--- src/rtl/vga_plot_arbiter.sv ---
// Round-robin share of the VGA pixel port among N_REQ drawing engines, plus a full-frame clear sweep.
// Pixel appears one cycle after its grant; requesters hold req until granted, and a clear holds off every grant.
module vga_plot_arbiter #(
  parameter int          N_REQ        = 2,
  parameter int          X_MAX        = 159,
  parameter int          Y_MAX        = 119,
  parameter logic [2:0]  CLEAR_COLOUR = 3'b000
) (
  input  logic                 CLOCK_50,
  input  logic                 resetn,
  input  logic [N_REQ-1:0]     req,
  input  logic [8*N_REQ-1:0]   req_x,
  input  logic [7*N_REQ-1:0]   req_y,
  input  logic [3*N_REQ-1:0]   req_colour,
  output logic [N_REQ-1:0]     gnt,
  input  logic                 clear_req,
  output logic                 clear_busy,
  output logic                 dropped,
  output logic [7:0]           x,
  output logic [6:0]           y,
  output logic [2:0]           colour,
  output logic                 plot,
  output logic                 vga_resetn
);

  localparam int         PW = (N_REQ > 1) ? $clog2(N_REQ) : 1;
  localparam logic [7:0] XM = 8'(X_MAX);
  localparam logic [6:0] YM = 7'(Y_MAX);

  typedef enum logic {IDLE, CLEAR} state_e;

  state_e          state_q, state_d;
  logic [PW-1:0]   rr_q, rr_d;
  logic [7:0]      x_q, x_d;
  logic [6:0]      y_q, y_d;
  logic [2:0]      colour_q, colour_d;
  logic            plot_q, plot_d;
  logic            dropped_q, dropped_d;
  logic            busy_q, busy_d;
  logic            vga_resetn_q;

  logic            hit;
  logic [PW-1:0]   sel;
  logic [7:0]      sel_x;
  logic [6:0]      sel_y;
  logic [2:0]      sel_colour;
  int              idx;

  // First asserted request at or after the pointer, wrapping to 0.
  always_comb begin
    hit = 1'b0;
    sel = '0;
    idx = 0;
    for (int k = 0; k < N_REQ; k++) begin
      idx = int'(rr_q) + k;
      if (idx >= N_REQ) idx = idx - N_REQ;
      if (!hit && req[idx]) begin
        hit = 1'b1;
        sel = PW'(idx);
      end
    end
    sel_x      = req_x[8*int'(sel) +: 8];
    sel_y      = req_y[7*int'(sel) +: 7];
    sel_colour = req_colour[3*int'(sel) +: 3];
  end

  always_comb begin
    state_d   = state_q;
    rr_d      = rr_q;
    x_d       = x_q;
    y_d       = y_q;
    colour_d  = colour_q;
    plot_d    = 1'b0;
    dropped_d = 1'b0;
    busy_d    = busy_q;
    gnt       = '0;
    case (state_q)
      IDLE: begin
        if (clear_req) begin
          state_d  = CLEAR;
          busy_d   = 1'b1;
          x_d      = '0;
          y_d      = '0;
          colour_d = CLEAR_COLOUR;
          plot_d   = 1'b1;
        end else if (hit) begin
          gnt[sel]  = resetn;
          x_d       = sel_x;
          y_d       = sel_y;
          colour_d  = sel_colour;
          plot_d    = (sel_x <= XM) && (sel_y <= YM);
          dropped_d = !((sel_x <= XM) && (sel_y <= YM));
          rr_d      = (int'(sel) == N_REQ - 1) ? '0 : sel + PW'(1);
        end
      end
      CLEAR: begin
        // The last pixel is already on the outputs: hand the port back next edge.
        if (x_q == XM && y_q == YM) begin
          state_d = IDLE;
          busy_d  = 1'b0;
        end else begin
          plot_d   = 1'b1;
          colour_d = CLEAR_COLOUR;
          if (x_q == XM) begin
            x_d = '0;
            y_d = y_q + 7'd1;
          end else begin
            x_d = x_q + 8'd1;
          end
        end
      end
      default: state_d = IDLE;
    endcase
  end

  always_ff @(posedge CLOCK_50 or negedge resetn) begin
    if (!resetn) begin
      state_q      <= IDLE;
      rr_q         <= '0;
      x_q          <= '0;
      y_q          <= '0;
      colour_q     <= '0;
      plot_q       <= 1'b0;
      dropped_q    <= 1'b0;
      busy_q       <= 1'b0;
      vga_resetn_q <= 1'b0;
    end else begin
      state_q      <= state_d;
      rr_q         <= rr_d;
      x_q          <= x_d;
      y_q          <= y_d;
      colour_q     <= colour_d;
      plot_q       <= plot_d;
      dropped_q    <= dropped_d;
      busy_q       <= busy_d;
      vga_resetn_q <= 1'b1;
    end
  end

  assign x          = x_q;
  assign y          = y_q;
  assign colour     = colour_q;
  assign plot       = plot_q;
  assign dropped    = dropped_q;
  assign clear_busy = busy_q;
  assign vga_resetn = vga_resetn_q;

endmodule

--- config.mk ---
export PLATFORM = sky130hd
export DESIGN_NAME = vga_plot_arbiter
export DESIGN_NICKNAME = d
export VERILOG_FILES = /design/src/rtl/vga_plot_arbiter.sv
export SDC_FILE = /design/constraint.sdc
export NUM_CORES = 1
export LEC_CHECK = 0
export CORE_UTILIZATION = 40
export DETAILED_ROUTE_END_ITERATION = 7
export DONT_BUFFER_PORTS = 1
export PLACE_DENSITY = 0.63
export SLEW_MARGIN = 20
export SYNTH_ARGS = -nofsm -noshare
export SYNTH_HDL_FRONTEND = slang
export SYNTH_SLANG_ARGS = --single-unit
export TNS_END_PERCENT = 20
--- constraint.sdc ---
create_clock -name CLOCK_50 -period 2.8 [get_ports CLOCK_50]
set_clock_uncertainty 0.2 [all_clocks]
set_input_delay 0.42 -clock CLOCK_50 [delete_from_list [all_inputs] [get_ports CLOCK_50]]
set_output_delay 0.42 -clock CLOCK_50 [all_outputs]
set_load 0.1 [all_outputs]
==> impl_metrics.py, run 1 <==
metrics = {
    "synthesis": {
        "syn_nets": 221,
        "synth_top_area_cell": "dfrtp_1",
        "synth_cells": 178,
        "seq_area_frac_synth_pct": 37.6,
        "yosys_warnings": 0,
        "synthesis.area_um2": 1600,
        "syn_area_per_cell_um2": 8.96,
        "synth_area_leaders": "dfrtp_1 38%, mux2i_1 5.6%, o21ai_0 4.7%",
        "synth_seq_cells": 24,
        "synth.top_cell.area_share_pct": 37.6,
        "synth_cell_types": 49,
    },
    "grt": {
        "antenna_found_initial": 0,
        "grt_pass1_wl_um": 6930,
        "grt_overflow": 0,
        "grtUsageTotal_pct": 21.3,
        "grt_max_degree": 25,
        "grt_pass1_vias": 1433,
    },
    "detailed_routing": {
        "drt_iter0_drc": 76,
        "routedWlPerCell_um": 17.5,
        "totalWireLength_um": 4260,
        "ant_nets": 0,
        "drt_pass1_iterations": 4,
        "post_drt_via_cell_ratio": 6.06,
        "drcViolationCount": 0,
        "route.vias.total": 1472,
    },
    "critical_path": {
        "start_kind": "flip-flop",
        "worstPathRequired_ns": 2.18,
        "path_max_fanout": 9,
        "cp-end-kind": "output pin",
        "cp.arrival_ns": 1.95,
        "path_class": "reg -> out",
    },
    "clock_network": {
        "post_cts_resized": 0,
        "tritoncts": "built",
        "root_buffer": "clkbuf_8",
        "clk_latency_ns": 0.27,
        "cts_sinks": 24,
        "cts-buffers-inserted": 3,
        "cts_buffer_depth": 2,
        "cts.clk_slew.worst_paths_ns": 0.09,
        "h-tree-depth": 1,
    },
    "power_and_ir_drop": {
        "leakagePower_nw": 0.817,
        "p_per_area_nw_per_um2": 1010,
        "max-vdd-ir-drop_v": 0.000644,
    },
    "floorplan": {
        "io_pins": 65,
        "start_util_pct": 42.6,
        "rows": 22,
        "core_um2": 3740,
        "die_width_um": 65.2,
        "die_h_um": 65.2,
        "dieArea_um2": 4240,
    },
    "timing": {
        "fin_crit_sh_pct": 91.9,
        "drv_slew": 0,
        "finalCriticalPeriod_ns": 2.57,
        "holdWs_ns": 0.163,
        "maxSlewHeadroom_pct": 40.2,
        "clock.fmax_mhz": 389,
        "worst_pin_slew_ns": 0.897,
        "hold_viol_final": 0,
        "setup_viol": 0,
        "rsz0062_at_grt": "no",
    },
    "run": {
        "drv_cap": 0,
    },
    "finish": {
        "antenna_cells": 0,
        "fin_util_pct": 49.5,
        "fin_cells": 243,
        "final_common_cell": "dfrtp_1",
        "stdcell_area_um2": 1850,
        "final_nets": 240,
        "syn_to_final_growth_pct": 16.1,
        "final_cell_mix": "24 x dfrtp_1, 19 x buf_4, 18 x nor2_1",
        "drive_gt1_share_pct": 20.5,
    },
    "placed_design": {
        "gp_congestion": 0.885,
        "dp.cells": 238,
        "io_buffers": 0,
        "place_area_um2": 1780,
        "hpwl_um": 3190,
    },
    "outcome": {
        "outcome": "finished clean",
    },
    "min_path": {
        "hp-class": "in -> reg",
    },
}
report_power, final:
group	switching [mW]	internal [mW]	leakage, nW	total [mW]
registers	0.0583	0.433	0.288	0.491
logic	0.889	0.272	0.507	1.16
clock network	0.114	0.0963	0.0216	0.210
total	1.06	0.801	0.817	1.86
registers in the layout, summed over array words and instances, names as in the netlist:
register    cells
clear_busy      1
colour          3
dropped         1
plot            1
rr_q            1
state_q         1
vga_resetn      1
x               8
y               7
kinds of logic after synthesis:
group | share of synthesized area, %
other | 0.235
flip-flops | 37.6
AND/OR/NAND/NOR | 23.1
buffers and inverters | 5.10
multiplexers | 9.88
AO/OA/AOI/OAI | 22.4
adder cells (fa/ha/maj) | 1.57
Yosys cell counts, drive strengths merged:
master and n:
clkbuf 2, a311oi 1, o22a 2, nand4b 1, or3b 1, o32a 3, a21boi 1, a21oi 10
o311a 1, o211a 1, and3 3, nor3b 2, a221oi 1, nor4b 2, o21a 1, nor3 2
o221ai 1, a31oi 1, ha 2, buf 6, nand2b 1, nor2b 4, conb 1, mux2 6
nand2 14, a211oi 1, and2 1, nand4 5, or4 1, inv 8, or2 2, dfrtp 24
nand3b 3, a21o 1, a22oi 4, a41oi 1, nand3 7, o21ai 17, a221o 1, o31ai 3
mux2i 9, nor4 1, nor2 19
worst paths after layout:
check | depth (start not counted) | endpoint | slack, ns | startpoint
max reg2reg | 6 | y[1] | 0.46 | rr_q
min | 2 | colour[0] | 0.16 | req_colour[3]
max in group asynchronous | 2 | vga_resetn | 1.87 | resetn
min in group asynchronous | 2 | colour[0] | 0.37 | resetn
max | 4 | gnt[0] | 0.23 | state_q
min reg2reg | 1 | rr_q | 0.34 | rr_q
per-layer routing:
metal | up-vias | global-route usage (%) | wire length [um]
li1 | 691 | - | -
met1 | 708 | 27.7 | 1840
met2 | 69 | 36.3 | 2040
met3 | 4 | 4.17 | 345
met4 | 0 | 5.43 | 35
met5 | - | 0 | 0
worst max-delay path, cell delays in order (launching register included):
cell,delay (ns)
dfrtp_1,0.52
nor2_1,0.49
nand2_1,0.22
nor3b_4,0.26
buf_12,0.20
what timing repair did:
action	in CTS	in global routing
setup buffers	0	0
hold buffers	2	0
hold endpoints to repair	24	0
metrics by stage:
stage	setup TNS, ns	setup WS (ns)	power, mW
after floorplan	-0.207	-0.162	1.41
after global placement	0	0.522	1.62
after detailed placement	0	0.416	1.64
after CTS	0	0.211	1.87
after global routing	0	0.142	1.95
final	0	0.227	1.86
area by class of cell:
cell class                 instances  area [um^2]
sequential                        24          601
inverter                           8         30.0
multi-input combinational        138          927
fill                             368         1890
clock buffer                       3         41.3
timing repair buffer              22          193
tap                               48         60.1
Power figures use the tool's default switching activity.
==> run 2: changes to the inputs <==
--- a/config.mk
+++ b/config.mk
@@ -5,6 +5,8 @@
 export SDC_FILE = /design/constraint.sdc
 export NUM_CORES = 1
 export LEC_CHECK = 0
+export ABC_AREA = 1
+export CAP_MARGIN = 25
 export CORE_UTILIZATION = 40
 export DETAILED_ROUTE_END_ITERATION = 7
 export DONT_BUFFER_PORTS = 1
==> run 2 against run 1 <==
Compared with the run above:
- sequential power increased by 9.2%
- critical path depth increased by 2
- global-route usage decreased by 0.49 points
- count of clock-buffer cells in the layout unchanged
- area after synthesis increased by 4.9%
- final cell count increased by 31%
- critical endpoint unchanged
- largest cell class unchanged
- highest routed layer unchanged
==> impl_metrics.py, run 2 <==
metrics = {
    "synthesis": {
        "seq_area_frac_synth_pct": 35.9,
        "synth_cells": 251,
        "syn_area_per_cell_um2": 6.67,
        "synth_area_leaders": "dfrtp_1 36%, nand2_1 20%, o21ai_0 8.4%",
        "async_reset_ff_share_pct": 100,
        "synthFlopType": "dfrtp_1",
        "synth_cell_types": 28,
        "synth_edf_count": 0,
        "synth_common_cells": "87 x nand2_1, 30 x inv_1, 28 x o21ai_0",
        "yosys_warnings": 0,
        "yosys.cell_count.top_type": "nand2_1",
        "synthesis.area_um2": 1670,
        "syn_nets": 294,
        "synth_seq_cells": 24,
        "synth.top_cell.area_share_pct": 35.9,
        "synth_top_area_cell": "dfrtp_1",
    },
    "floorplan": {
        "core_um2": 4000,
        "start_util_pct": 41.9,
        "die_h_um": 66.7,
        "die_width_um": 66.7,
        "dieArea_um2": 4450,
        "io_pins": 65,
        "rows": 23,
    },
    "min_path": {
        "hold_depth": 1,
        "hold_start": "clear_req",
        "hp-class": "in -> reg",
        "hold_path_end": "clear_busy",
    },
    "clock_network": {
        "cts-buffers-inserted": 3,
        "cts_buffer_depth": 2,
        "post_cts_resized": 0,
        "cts_sinks": 24,
        "h-tree-depth": 1,
        "cts_setup_buffers": 0,
        "cts.clk_slew.worst_paths_ns": 0.09,
        "clk_latency_ns": 0.26,
        "ctsHoldBuffers": 2,
        "root_buffer": "clkbuf_8",
        "tritoncts": "built",
    },
    "grt": {
        "grt_pass1_wl_um": 6980,
        "grtUsageTotal_pct": 20.8,
        "gr-usage-met2_pct": 31.6,
        "antenna_found_initial": 0,
        "grt.met1_usage_pct": 29.9,
        "met3_usage_pct": 4.79,
        "grt.busiest_layer": "met2",
        "grt_pass1_vias": 1490,
        "grt_max_degree": 25,
        "grt_overflow": 0,
    },
    "timing": {
        "worst_pin_slew_ns": 0.905,
        "finalCriticalPeriod_ns": 2.39,
        "fin_crit_sh_pct": 85.5,
        "holdWs_ns": 0.0881,
        "hold_viol_final": 0,
        "setup_viol": 0,
        "rsz0062_at_grt": "no",
        "clock.fmax_mhz": 418,
        "maxSlewHeadroom_pct": 39.7,
        "finalSetupTns_ns": 0,
        "drv_slew": 0,
    },
    "critical_path": {
        "cp-end-kind": "output pin",
        "ff2ff_path_depth": 8,
        "timing.rr.end": "y[1]",
        "start_kind": "flip-flop",
        "cp.arrival_ns": 1.77,
        "path_max_fanout": 12,
        "r2r-start": "state_q",
        "worst-r2r-setup-slack_ns": 0.63,
        "path_class": "reg -> out",
        "worstPathRequired_ns": 2.18,
    },
    "finish": {
        "antenna_cells": 0,
        "final_common_cell": "nand2_1",
        "final_cell_mix": "87 x nand2_1, 30 x inv_1, 28 x o21ai_0",
        "final_nets": 313,
        "fin_util_pct": 48.4,
        "largest_reg_flops": 8,
        "drive_gt1_share_pct": 15.3,
        "syn_to_final_growth_pct": 15.5,
    },
    "detailed_routing": {
        "route.vias.total": 1626,
        "drt_pass1_iterations": 4,
        "post_drt_via_cell_ratio": 5.11,
        "drt_iter0_drc": 96,
        "ant_nets": 0,
        "drcViolationCount": 0,
        "routedWlPerCell_um": 13.5,
        "totalWireLength_um": 4280,
    },
    "power_and_ir_drop": {
        "leakagePower_nw": 1.03,
        "max-vdd-ir-drop_v": 0.000434,
        "p_per_area_nw_per_um2": 1130,
    },
    "run": {
        "drv_cap": 0,
    },
    "outcome": {
        "outcome": "finished clean",
    },
    "placed_design": {
        "gp_congestion": 0.860,
        "hpwl_um": 3240,
        "io_buffers": 0,
    },
}
-- run 2: cell types whose count changed after synthesis, moves of 4 or more --
cell and change:
o21ai_0 +13, mux2i_1 -9, o21ai_2 +4, nor2b_1 -4
inv_1 +22, a22oi_1 -4, nand3_1 +8, nor2_1 +6
nand2_1 +74, mux2_2 -6
-- run 2: area by class of cell --
type | instances | area, um^2
Inverter | 32 | 120
Fill cell | 394 | 2070
Clock buffer | 3 | 41.3
Multi-Input combinational cell | 189 | 920
Sequential cell | 24 | 601
Tap cell | 50 | 62.6
Timing Repair Buffer | 20 | 190
-- run 2: per-layer routing --
| layer | part of all wire, % | up-vias | wire length, um |
|---|---|---|---|
| met3 | 9.8 | 2 | 418 |
| met4 | 0.49 | 0 | 21 |
| met5 | 0 | - | 0 |
| met2 | 44 | 82 | 1900 |
| met1 | 45 | 719 | 1950 |
| li1 | - | 823 | - |
-- run 2: critical path, cell delays in order, from the launching register on --
cell and delay, ns:
dfrtp_1 0.52, nor2_1 0.18, inv_1 0.21, nor2_1 0.17, nand2_1 0.09, nor2_2 0.15
buf_12 0.19
-- run 2: power by group --
| group | switching, mW | internal, mW | total (mW) | leakage, nW |
|---|---|---|---|---|
| Clock | 0.113 | 0.0963 | 0.209 | 0.0216 |
| Combinational | 1.14 | 0.310 | 1.45 | 0.713 |
| Sequential | 0.0835 | 0.452 | 0.536 | 0.291 |
| Total | 1.33 | 0.858 | 2.19 | 1.03 |
-- run 2: cells by family (layout without fill, tap and decap cells) --
family / after synthesis / after routing / share of synthesized area, %
buffers and inverters: 38 / 55 / 10.0
other: 1 / 1 / 0.224
DFF: 24 / 24 / 35.9
AOI/OAI and AO/OA: 43 / 43 / 15.2
adders and majority gates: 2 / 2 / 1.49
and+or+nand+nor: 141 / 141 / 36.1
xor gates and xnor gates: 2 / 2 / 1.05
-- run 2: worst max-delay path by stage --
stage	startpoint	endpoint	slack, ns	cells after the start
floorplan	clear_req	gnt[0]	-0.11	5
global placement	x[0]	y[1]	0.74	11
detailed placement	state_q	y[5]	0.67	8
CTS	state_q	gnt[0]	0.42	6
global route	state_q	gnt[0]	0.23	6
finish	state_q	gnt[0]	0.41	6
-- run 2: per-stage QoR --
stage | instance area (um^2) | cells | setup slack [ns] | total power, mW
4_1_cts | 1930 | 318 | 0.420 | 2.19
5_1_grt | 1930 | 318 | 0.234 | 2.31
3_3_place_gp | 1860 | 313 | 0.739 | 1.98
2_1_floorplan | 1680 | 251 | -0.106 | 1.69
6_report | 1930 | 318 | 0.405 | 2.19
3_5_place_dp | 1860 | 313 | 0.670 | 1.97
